--- src/rtl/mem_port_arbiter_if.sv ---
// Bundle between the pipeline requesters, the arbiter and the unified memory.
// slave is the arbiter's view; master is the view of the pipeline plus memory around it.
interface mem_port_arbiter_if #(
   parameter int ADDR_WIDTH = 10,
   parameter int DATA_WIDTH = 32
);
   logic                  if_req;
   logic [31:0]           if_addr;
   logic [DATA_WIDTH-1:0] if_rdata;
   logic                  if_ready;
   logic                  dm_req;
   logic                  dm_we;
   logic [31:0]           dm_addr;
   logic [DATA_WIDTH-1:0] dm_wdata;
   logic [DATA_WIDTH-1:0] dm_rdata;
   logic                  dm_ready;
   logic                  stall_if;
   logic                  stall_dm;
   logic                  busy;
   logic                  mem_en;
   logic                  mem_we;
   logic [ADDR_WIDTH-1:0] mem_addr;
   logic [DATA_WIDTH-1:0] mem_wdata;
   logic [DATA_WIDTH-1:0] mem_rdata;

   modport slave (
      input  if_req, if_addr, dm_req, dm_we, dm_addr, dm_wdata, mem_rdata,
      output if_rdata, if_ready, dm_rdata, dm_ready, stall_if, stall_dm, busy,
             mem_en, mem_we, mem_addr, mem_wdata
   );

   modport master (
      output if_req, if_addr, dm_req, dm_we, dm_addr, dm_wdata, mem_rdata,
      input  if_rdata, if_ready, dm_rdata, dm_ready, stall_if, stall_dm, busy,
             mem_en, mem_we, mem_addr, mem_wdata
   );
endinterface

--- src/rtl/mem_port_arbiter.sv ---
// Shares one single-port memory between fetch and data access: MEM has priority,
// a streak limit guarantees fetch progress, and every memory command is registered.
module mem_port_arbiter #(
   parameter int ADDR_WIDTH    = 10,
   parameter int DATA_WIDTH    = 32,
   parameter int READ_LATENCY  = 2,
   parameter int MAX_DM_STREAK = 4
) (
   input  logic               clk,
   input  logic               reset,
   mem_port_arbiter_if.slave  bus
);
   typedef enum logic [1:0] {IDLE, ISSUE, WAIT, DONE} state_e;

   state_e                state_q, state_d;
   logic [3:0]            streak_q, streak_d;
   logic [2:0]            lat_q, lat_d;
   logic                  win_dm_q, win_dm_d;
   logic                  we_q, we_d;
   logic                  mem_en_q, mem_en_d;
   logic                  mem_we_q, mem_we_d;
   logic [ADDR_WIDTH-1:0] mem_addr_q, mem_addr_d;
   logic [DATA_WIDTH-1:0] mem_wdata_q, mem_wdata_d;
   logic [DATA_WIDTH-1:0] if_rdata_q, if_rdata_d;
   logic [DATA_WIDTH-1:0] dm_rdata_q, dm_rdata_d;
   logic                  grant_dm;
   logic                  unused_addr_bits;

   assign unused_addr_bits = ^{bus.if_addr[31:ADDR_WIDTH+2], bus.if_addr[1:0],
                               bus.dm_addr[31:ADDR_WIDTH+2], bus.dm_addr[1:0]};

   // MEM wins a tie unless it has already starved IF for MAX_DM_STREAK grants
   assign grant_dm = bus.dm_req & (~bus.if_req | (streak_q != 4'(MAX_DM_STREAK)));

   always_comb begin
      state_d     = state_q;
      streak_d    = streak_q;
      lat_d       = lat_q;
      win_dm_d    = win_dm_q;
      we_d        = we_q;
      mem_en_d    = 1'b0;
      mem_we_d    = 1'b0;
      mem_addr_d  = mem_addr_q;
      mem_wdata_d = '0;
      if_rdata_d  = if_rdata_q;
      dm_rdata_d  = dm_rdata_q;
      case (state_q)
         IDLE: begin
            if (bus.if_req | bus.dm_req) begin
               state_d     = ISSUE;
               win_dm_d    = grant_dm;
               we_d        = grant_dm & bus.dm_we;
               mem_en_d    = 1'b1;
               mem_we_d    = grant_dm & bus.dm_we;
               mem_addr_d  = grant_dm ? bus.dm_addr[ADDR_WIDTH+1:2] : bus.if_addr[ADDR_WIDTH+1:2];
               mem_wdata_d = (grant_dm & bus.dm_we) ? bus.dm_wdata : '0;
               streak_d    = (grant_dm & bus.if_req) ? streak_q + 4'd1 : 4'd0;
            end
         end
         ISSUE: begin
            if (we_q) begin
               state_d = DONE;
            end else begin
               lat_d   = 3'(READ_LATENCY);
               state_d = WAIT;
            end
         end
         WAIT: begin
            lat_d = lat_q - 3'd1;
            if (lat_q == 3'd1) begin
               state_d = DONE;
               if (win_dm_q) dm_rdata_d = bus.mem_rdata;
               else          if_rdata_d = bus.mem_rdata;
            end
         end
         DONE:    state_d = IDLE;
         default: state_d = IDLE;
      endcase
   end

   always_ff @(posedge clk or posedge reset) begin
      if (reset) begin
         state_q     <= IDLE;
         streak_q    <= '0;
         lat_q       <= '0;
         win_dm_q    <= 1'b0;
         we_q        <= 1'b0;
         mem_en_q    <= 1'b0;
         mem_we_q    <= 1'b0;
         mem_addr_q  <= '0;
         mem_wdata_q <= '0;
         if_rdata_q  <= '0;
         dm_rdata_q  <= '0;
      end else begin
         state_q     <= state_d;
         streak_q    <= streak_d;
         lat_q       <= lat_d;
         win_dm_q    <= win_dm_d;
         we_q        <= we_d;
         mem_en_q    <= mem_en_d;
         mem_we_q    <= mem_we_d;
         mem_addr_q  <= mem_addr_d;
         mem_wdata_q <= mem_wdata_d;
         if_rdata_q  <= if_rdata_d;
         dm_rdata_q  <= dm_rdata_d;
      end
   end

   assign bus.if_ready  = (state_q == DONE) & ~win_dm_q;
   assign bus.dm_ready  = (state_q == DONE) &  win_dm_q;
   assign bus.stall_if  = bus.if_req & ~bus.if_ready;
   assign bus.stall_dm  = bus.dm_req & ~bus.dm_ready;
   assign bus.busy      = (state_q != IDLE);
   assign bus.if_rdata  = if_rdata_q;
   assign bus.dm_rdata  = dm_rdata_q;
   assign bus.mem_en    = mem_en_q;
   assign bus.mem_we    = mem_we_q;
   assign bus.mem_addr  = mem_addr_q;
   assign bus.mem_wdata = mem_wdata_q;
endmodule

--- src/flat_wrapper.sv ---
// flat-port wrapper written by rule: the top's interface ports become plain ports
module mem_port_arbiter_flat 
#(
   parameter int ADDR_WIDTH    = 10,
   parameter int DATA_WIDTH    = 32,
   parameter int READ_LATENCY  = 2,
   parameter int MAX_DM_STREAK = 4
)
  (clk, reset, bus_if_req, bus_if_addr, bus_dm_req, bus_dm_we, bus_dm_addr, bus_dm_wdata, bus_mem_rdata, bus_if_rdata, bus_if_ready, bus_dm_rdata, bus_dm_ready, bus_stall_if, bus_stall_dm, bus_busy, bus_mem_en, bus_mem_we, bus_mem_addr, bus_mem_wdata);
  mem_port_arbiter_if #(.ADDR_WIDTH(ADDR_WIDTH), .DATA_WIDTH(DATA_WIDTH)) bus_i ();
  input  logic clk;
  input  logic reset;
  input wire logic [$bits(bus_i.if_req)-1:0] bus_if_req;
  input wire logic [$bits(bus_i.if_addr)-1:0] bus_if_addr;
  input wire logic [$bits(bus_i.dm_req)-1:0] bus_dm_req;
  input wire logic [$bits(bus_i.dm_we)-1:0] bus_dm_we;
  input wire logic [$bits(bus_i.dm_addr)-1:0] bus_dm_addr;
  input wire logic [$bits(bus_i.dm_wdata)-1:0] bus_dm_wdata;
  input wire logic [$bits(bus_i.mem_rdata)-1:0] bus_mem_rdata;
  output wire logic [$bits(bus_i.if_rdata)-1:0] bus_if_rdata;
  output wire logic [$bits(bus_i.if_ready)-1:0] bus_if_ready;
  output wire logic [$bits(bus_i.dm_rdata)-1:0] bus_dm_rdata;
  output wire logic [$bits(bus_i.dm_ready)-1:0] bus_dm_ready;
  output wire logic [$bits(bus_i.stall_if)-1:0] bus_stall_if;
  output wire logic [$bits(bus_i.stall_dm)-1:0] bus_stall_dm;
  output wire logic [$bits(bus_i.busy)-1:0] bus_busy;
  output wire logic [$bits(bus_i.mem_en)-1:0] bus_mem_en;
  output wire logic [$bits(bus_i.mem_we)-1:0] bus_mem_we;
  output wire logic [$bits(bus_i.mem_addr)-1:0] bus_mem_addr;
  output wire logic [$bits(bus_i.mem_wdata)-1:0] bus_mem_wdata;
  assign bus_i.if_req = bus_if_req;
  assign bus_i.if_addr = bus_if_addr;
  assign bus_i.dm_req = bus_dm_req;
  assign bus_i.dm_we = bus_dm_we;
  assign bus_i.dm_addr = bus_dm_addr;
  assign bus_i.dm_wdata = bus_dm_wdata;
  assign bus_i.mem_rdata = bus_mem_rdata;
  assign bus_if_rdata = bus_i.if_rdata;
  assign bus_if_ready = bus_i.if_ready;
  assign bus_dm_rdata = bus_i.dm_rdata;
  assign bus_dm_ready = bus_i.dm_ready;
  assign bus_stall_if = bus_i.stall_if;
  assign bus_stall_dm = bus_i.stall_dm;
  assign bus_busy = bus_i.busy;
  assign bus_mem_en = bus_i.mem_en;
  assign bus_mem_we = bus_i.mem_we;
  assign bus_mem_addr = bus_i.mem_addr;
  assign bus_mem_wdata = bus_i.mem_wdata;
  mem_port_arbiter #(.ADDR_WIDTH(ADDR_WIDTH), .DATA_WIDTH(DATA_WIDTH), .READ_LATENCY(READ_LATENCY), .MAX_DM_STREAK(MAX_DM_STREAK)) u_core (.clk(clk), .reset(reset), .bus(bus_i));
endmodule
--- config.mk ---
export PLATFORM = sky130hd
export DESIGN_NAME = mem_port_arbiter_flat
export DESIGN_NICKNAME = d
export VERILOG_FILES = /design/src/rtl/mem_port_arbiter_if.sv /design/src/rtl/mem_port_arbiter.sv /design/src/flat_wrapper.sv
export SDC_FILE = /design/constraint.sdc
export NUM_CORES = 1
export LEC_CHECK = 0
export ABC_AREA = 1
export CORE_ASPECT_RATIO = 1.75
export CORE_MARGIN = 5
export CORE_UTILIZATION = 36
export DETAILED_ROUTE_END_ITERATION = 7
export PLACE_DENSITY = 0.82
export SETUP_SLACK_MARGIN = 0.1
export SLEW_MARGIN = 20
export SYNTH_ARGS = -nofsm -noshare
export SYNTH_HDL_FRONTEND = slang
export SYNTH_SLANG_ARGS = --single-unit
--- constraint.sdc ---
create_clock -name clk -period 3.8 [get_ports clk]
set_input_delay 0.57 -clock clk [delete_from_list [all_inputs] [get_ports clk]]
set_output_delay 0.57 -clock clk [all_outputs]
set_load 0.05 [all_outputs]
==> summary.txt, run 1 <==
Outcome
  – Status: finished, final reports clean

Floorplanning
  – Core Area: 13010 um2
  – I/O pin cnt: between 200 and 250
  – Die W: roughly 97 um
  – Initial Util: 36.86%
  – Die ar.: 15820 um2
  – Die Ht: 162.7 um
  – Num rows: 55

STA
  – Max Slew Vio Count: 0
  – Worst Max-Slew Pin Slew: 0.8683 ns
  – Setup violators final: 0
  – RSZ-0062 raised after global routing: no
  – Hold violation count in the final report: 0
  – Final min period: 2.777 ns
  – Slew HR: 41.98%
  – Period utilisation layout: 73.07%
  – Skew final: 0.007815 ns
  – Fmax: 360.2 MHz
  – Worst hold slack: 0.4816 ns
  – Setup tns final: 0 ns

Power and ir drop
  – Net Switching: roughly 0.0031 W
  – Sw Ratio: 44.28%
  – Power Internal: 0.003947 W
  – Clock power frac: 24.7%
  – Seq pwr share: 28.1%
  – Leakage: 3.887 nW
  – Maximum vdd drop: 0.4815 mV
  – Combinational power share: 47.2%
  – Power density cells: 933.7 nW/um2

Synthesis
  – Synth top area share: 62.11%
  – Register bit total from synthesis: ~120
  – Area leader, netlist: dfrtp_1
  – Distinct cells, synth: 22
  – Sequential share of the synthesized area: 62.11%
  – Synthesized instance count: 522
  – Avg Inst Size Synth: 9.185 um2
  – Yosys warning count: 0
  – Synthesized area: 4795 um2
  – Post-synth net total: 663
  – Top cells by area, synth: dfrtp_1 62%, nand2_1 9.3%, inv_1 8.2%, o21ai_0 6.8%, nor2_1 3.4%

Clock network
  – CTS clk-pin slew, worst paths: 0.06 ns
  – Setup repair bufs after CTS: 0
  – Cts repair resizes: 0
  – Cts hold-fix bufs: 0
  – Cts bufs inserted: 17
  – Root buf cell: clkbuf_16
  – CTS tree: built
  – Bufs on Longest Clock Path: 2
  – H-tree Lvls: 4
  – Clock sink count: ~120
  – Clk Latency, worst-skew pair: 0.40 ns

Route
  – DR pass1 iterations: 4
  – Avg Vias per Cell: 4.315
  – WL final: 12430 um
  – Drt drc: 0
  – Initial DRC Count: between 100 and 150
  – Detail Route Antenna Nets: 0
  – Routed len/inst: 13.69 um
  – Via count: 3918

Global routing
  – GRT Util Overall: ~16%
  – First-pass GRT wire length: approximately 20000 um
  – Vias in the first global route: about 4000
  – Global route total overflow: 0
  – Number of antenna violations at the first check in global routing: 0
  – Pin count of the biggest net entering global routing: 92

Finish
  – Final cell count without fillers: 908
  – Fin nets: roughly 870
  – Final instance area: 7586 um2
  – Register area: 2978 um2
  – Fillers: 1085
  – Commonest non-fill, non-tap cell in the layout: clkdlybuf4s50_1
  – Post-layout util: about three fifths
  – Diodes inserted: 0
  – Area Growth Syn to Fin: 58.22%
  – Share of layout cells above drive strength 1: under 10%
  – Commonest non-fill, non-tap cells in the layout: 201 x clkdlybuf4s50_1, 119 x nand2_1, 119 x dfrtp_1
  – Area of the multi-input gates: 1305 um2

Setup path
  – CP Data Arrival Time: around 2.2 ns
  – Highest fanout seen on the critical path: 4
  – Worst Setup End Kind: output pin
  – CP startpoint kind: register
  – WP data required: 3.23 ns
  – Setup CP Type: register to output pin

Placed design
  – Hpwl dp: 9027 um
  – Placed cell areas: 6938 um2
  – Inst Count DP: 876
  – Routability cong.: 0.7962
  – Port bufs: around 200

Run
  – Max cap viols: 0

Hold path
  – Hold WC Path Type: register to register
[sequential cells by signal, summed over array words and instances, names as in the netlist]
register              cells
u_core.bus.dm_rdata      32
u_core.bus.if_rdata      32
u_core.bus.mem_addr      10
u_core.bus.mem_en         1
u_core.bus.mem_wdata     32
u_core.bus.mem_we         1
u_core.lat_q              3
u_core.state_q            2
u_core.streak_q           4
u_core.we_q               1
u_core.win_dm_q           1
[routing by layer]
| metal | GRT usage, % | part of all wire [%] |
|---|---|---|
| met5 | 0 | 0 |
| met4 | 6.301 | 2.1 |
| met3 | 5.701 | 7.9 |
| met2 | 29.06 | 54 |
| met1 | 16.25 | 36 |
[power by group through the flow]
stage          combinational (W)  clock [W]  sequential (W)
3_5_place_dp             0.00338          0         0.00201
4_1_cts                  0.00339    0.00179         0.00199
6_report                 0.00334    0.00175         0.00199
2_1_floorplan           0.000731          0         0.00347
3_3_place_gp             0.00334          0         0.00198
5_1_grt                  0.00355    0.00185         0.00205
[cell type report]
type | count | share of cell area [%]
multi-input combinational | 277 | 17.20
sequential | 119 | 39.25
clock buffer | 18 | 5.789
inverter | 106 | 5.294
timing repair buffer | 203 | 26.88
clock inverter | 14 | 2.754
tap | 171 | 2.820
[worst max-delay path, cell delays in order, from the launching register on]
cell             delay, ns
dfrtp_1               0.39
inv_1                 0.10
ha_1                  0.26
inv_1                 0.19
clkdlybuf4s50_1       0.86
[cell usage after synthesis, drive strengths merged]
library cell	instances
a21oi	2
buf	13
clkbuf	7
dfrtp	119
ha	8
inv	106
nand2	119
nand3	26
nand3b	1
nand4	1
nor2	46
o21ai	73
xor2	1
[per-stage QoR]
step	setup slack (ns)	total power, W
final	1.023	0.007083
after global routing	0.8804	0.007452
after CTS	0.9804	0.007172
after detailed placement	1.033	0.005381
after global placement	1.039	0.005321
after floorplan	1.525	0.004198
[worst paths after layout]
kind	from	end	slack, ns	cells after the start
setup / recovery	u_core.state_q[0]	bus_busy	1.02	4
hold / removal	u_core.bus.dm_rdata[24]	u_core.bus.dm_rdata[24]	0.48	2
setup reg to reg	u_core.streak_q[0]	u_core.bus.mem_wdata[17]	1.50	7
hold reg to reg	u_core.bus.dm_rdata[24]	u_core.bus.dm_rdata[24]	0.48	2
max in group asynchronous	reset	u_core.lat_q[1]	2.27	3
min in group asynchronous	reset	u_core.bus.dm_rdata[19]	0.61	2
[logic make-up after synthesis]
family                   count (synthesis)  share of synthesized area [%]
AO/OA/AOI/OAI                           75                          7.829
XOR/XNOR                                 1                         0.1827
adder cells (fa/ha/maj)                  8                          2.088
buffers and inverters                  126                          10.67
flip-flops                             119                          62.11
AND/OR/NAND/NOR                        193                          17.12
Note: power is estimated with default switching activity, not from simulation.
==> inputs of run 2 (changes only) <==
==> constraint.sdc (replaced) <==
create_clock -name clk -period 2.3 [get_ports clk]
set_input_delay 0.345 -clock clk [delete_from_list [all_inputs] [get_ports clk]]
set_output_delay 0.345 -clock clk [all_outputs]
set_load 0.05 [all_outputs]
==> run 2 against run 1 <==
Sequential power up 65%. Combinational power up 66%. Non-clock buffer count up 4. Global-route usage decreased by 0.095 points. Cell area shrank 0.31%. Highest routed layer unchanged. First-iteration DRC count is 15% lower. Sequential cell count stayed put. Critical path depth unchanged. Largest cell class unchanged.
==> summary.txt, run 2 (synthesis gave the netlist of run 1 again) <==
Floorplanning
  – Core Area: 13010 um2
  – Num rows: 55
  – Die ar.: between 15000 and 20000 um2
  – I/O pin cnt: 246
  – Die W: 97.24 um
  – Die Ht: 162.7 um
  – Initial Util: 36.86%

Route
  – Detail Route Antenna Nets: 0
  – Initial DRC Count: 105
  – WL final: approximately 12000 um
  – Drt drc: 0
  – Via count: between 3000 and 4000
  – Routed len/inst: 13.53 um
  – DR pass1 iterations: 4
  – Avg Vias per Cell: 4.331

Placed design
  – Hpwl dp: 9055 um
  – Worst slack at placement: 0.3611 ns
  – Routability cong.: between 0.7 and 0.8
  – Port bufs: 201

STA
  – Max Slew Vio Count: 0
  – Final min period: 2.020 ns
  – Setup ws final: 0.2801 ns
  – Period utilisation layout: 87.82%
  – Setup violators final: 0
  – RSZ-0062 raised after global routing: no
  – Hold violation count in the final report: 0
  – Slew HR: 57.33%
  – Fmax: 495.1 MHz
  – Worst Max-Slew Pin Slew: between 0.6 and 0.7 ns
  – Skew final: 0.009463 ns
  – Setup tns final: 0 ns

Global routing
  – GRT Util Overall: 15.73%
  – Global route total overflow: 0
  – Pin count of the biggest net entering global routing: 120
  – Vias in the first global route: between 3000 and 4000
  – First-pass GRT wire length: ~20000 um
  – Number of antenna violations at the first check in global routing: 0

Hold path
  – Hold Path Depth: 3
  – Hold WC Path Type: primary input to register
  – Hold Crit Endpoint: u_core.bus.mem_wdata[0]
  – Worst min-delay path startpoint: bus_dm_wdata[0]

Finish
  – Diodes inserted: 0
  – Commonest non-fill, non-tap cell in the layout: clkdlybuf4s50_1
  – Area Growth Syn to Fin: 57.72%
  – Commonest non-fill, non-tap cells in the layout: 196 x clkdlybuf4s50_1, 119 x nand2_1, 119 x dfrtp_1
  – Fin nets: between 800 and 900
  – Share of layout cells above drive strength 1: 6.613%

Clock network
  – Clock sink count: 119
  – CTS tree: built
  – CTS clk-pin slew, worst paths: 0.06 ns
  – Cts bufs inserted: 17
  – Setup repair bufs after CTS: 0
  – H-tree Lvls: 4
  – Root buf cell: clkbuf_16
  – Clk Latency, worst-skew pair: between 0.4 and 0.5 ns
  – Bufs on Longest Clock Path: 2

Setup path
  – CP startpoint kind: register
  – Register-to-register path setup slack: 0.35 ns
  – Reg-to-reg endpoint: u_core.bus.if_rdata[7]
  – Cells on worst reg2reg path: 4
  – FF-to-FF Start: u_core.state_q[0]
  – Highest fanout seen on the critical path: 5
  – CP Data Arrival Time: 1.67 ns
  – Setup CP Type: register to output pin
  – WP data required: 1.96 ns
  – Worst Setup End Kind: output pin

Power and ir drop
  – Leakage: 3.878 nW
  – Maximum vdd drop: 0.6786 mV
  – Power density cells: 1501 nW/um2

Run
  – Max cap viols: 0

Outcome
  – Status: finished, final reports clean
[run 2: cell count changes in the layout (fill, tap and decap cells not counted), sizes merged]
cell / previous run / this run
clkinvlp: 2 / 5
clkinv: 1 / 3
dlygate4sd2: 0 / 1
bufinv: 4 / 1
clkdlybuf4s50: 201 / 196
buf: 2 / 10
inv: 113 / 111
[run 2: worst max-delay path: stages, from the launching register on]
cell and delay (ns):
dfrtp_1 0.42, ha_1 0.20, nand2_1 0.05, inv_1 0.08, dlygate4sd2_1 0.53
[run 2: worst max-delay path by stage]
stage                 startpoint                      to  slack (ns)  depth (start not counted)
6_report       u_core.state_q[1]            bus_dm_ready        0.28                          4
5_1_grt        u_core.state_q[0]  u_core.bus.if_rdata[6]        0.14                          4
4_1_cts        u_core.state_q[1]            bus_dm_ready        0.26                          4
3_5_place_dp   u_core.state_q[0]  u_core.bus.if_rdata[7]        0.36                          4
3_3_place_gp          bus_if_req  u_core.bus.mem_addr[4]        0.43                          8
2_1_floorplan  u_core.state_q[1]            bus_stall_if        0.25                          4
[run 2: report_power, final]
part           total (W)  internal [W]  switching (W)
Clock            0.00251       0.00151        0.00100
Combinational    0.00555       0.00180        0.00375
Sequential       0.00329       0.00287       0.000420
Total             0.0113       0.00618        0.00517
[run 2: metrics by stage]
| stage | cell area, um2 | instances | hold slack [ns] | total power (W) | utilization [%] |
|---|---|---|---|---|---|
| 3_3_place_gp | 6995 | 880 | 0.4629 | 0.008822 | 53.79 |
| 5_1_grt | 7562 | 912 | 0.4463 | 0.01194 | 58.14 |
| 3_5_place_dp | 6995 | 880 | 0.4646 | 0.008922 | 53.79 |
| 2_1_floorplan | 4798 | 522 | 0.4500 | 0.006936 | - |
| 6_report | 7562 | 912 | 0.4492 | 0.01135 | 58.14 |
| 4_1_cts | 7562 | 912 | 0.4287 | 0.01150 | 58.14 |
[run 2: area by class of cell]
type	count	area [um2]
sequential	119	2978
multi-input combinational	277	1305
fill	1100	5444
tap	171	214.0
clock inverter	14	138.9
clock buffer	18	429.2
inverter	106	401.6
timing repair buffer	207	2096
[run 2: timing repair]
| item | 4_1_cts | 5_1_grt |
|---|---|---|
| setup endpoints to repair | 1 | 0 |
| hold buffers | 0 | 0 |
| resized for setup | 1 | 0 |
[run 2: layer usage]
| metal | vias up | track usage [%] | part of all wire, % |
|---|---|---|---|
| li1 | 1983 | - | - |
| met1 | 1796 | 15.96 | 36 |
| met2 | 147 | 28.68 | 54 |
| met3 | 24 | 4.501 | 7.1 |
| met4 | 0 | 8.822 | 3.2 |
| met5 | - | 0 | 0 |
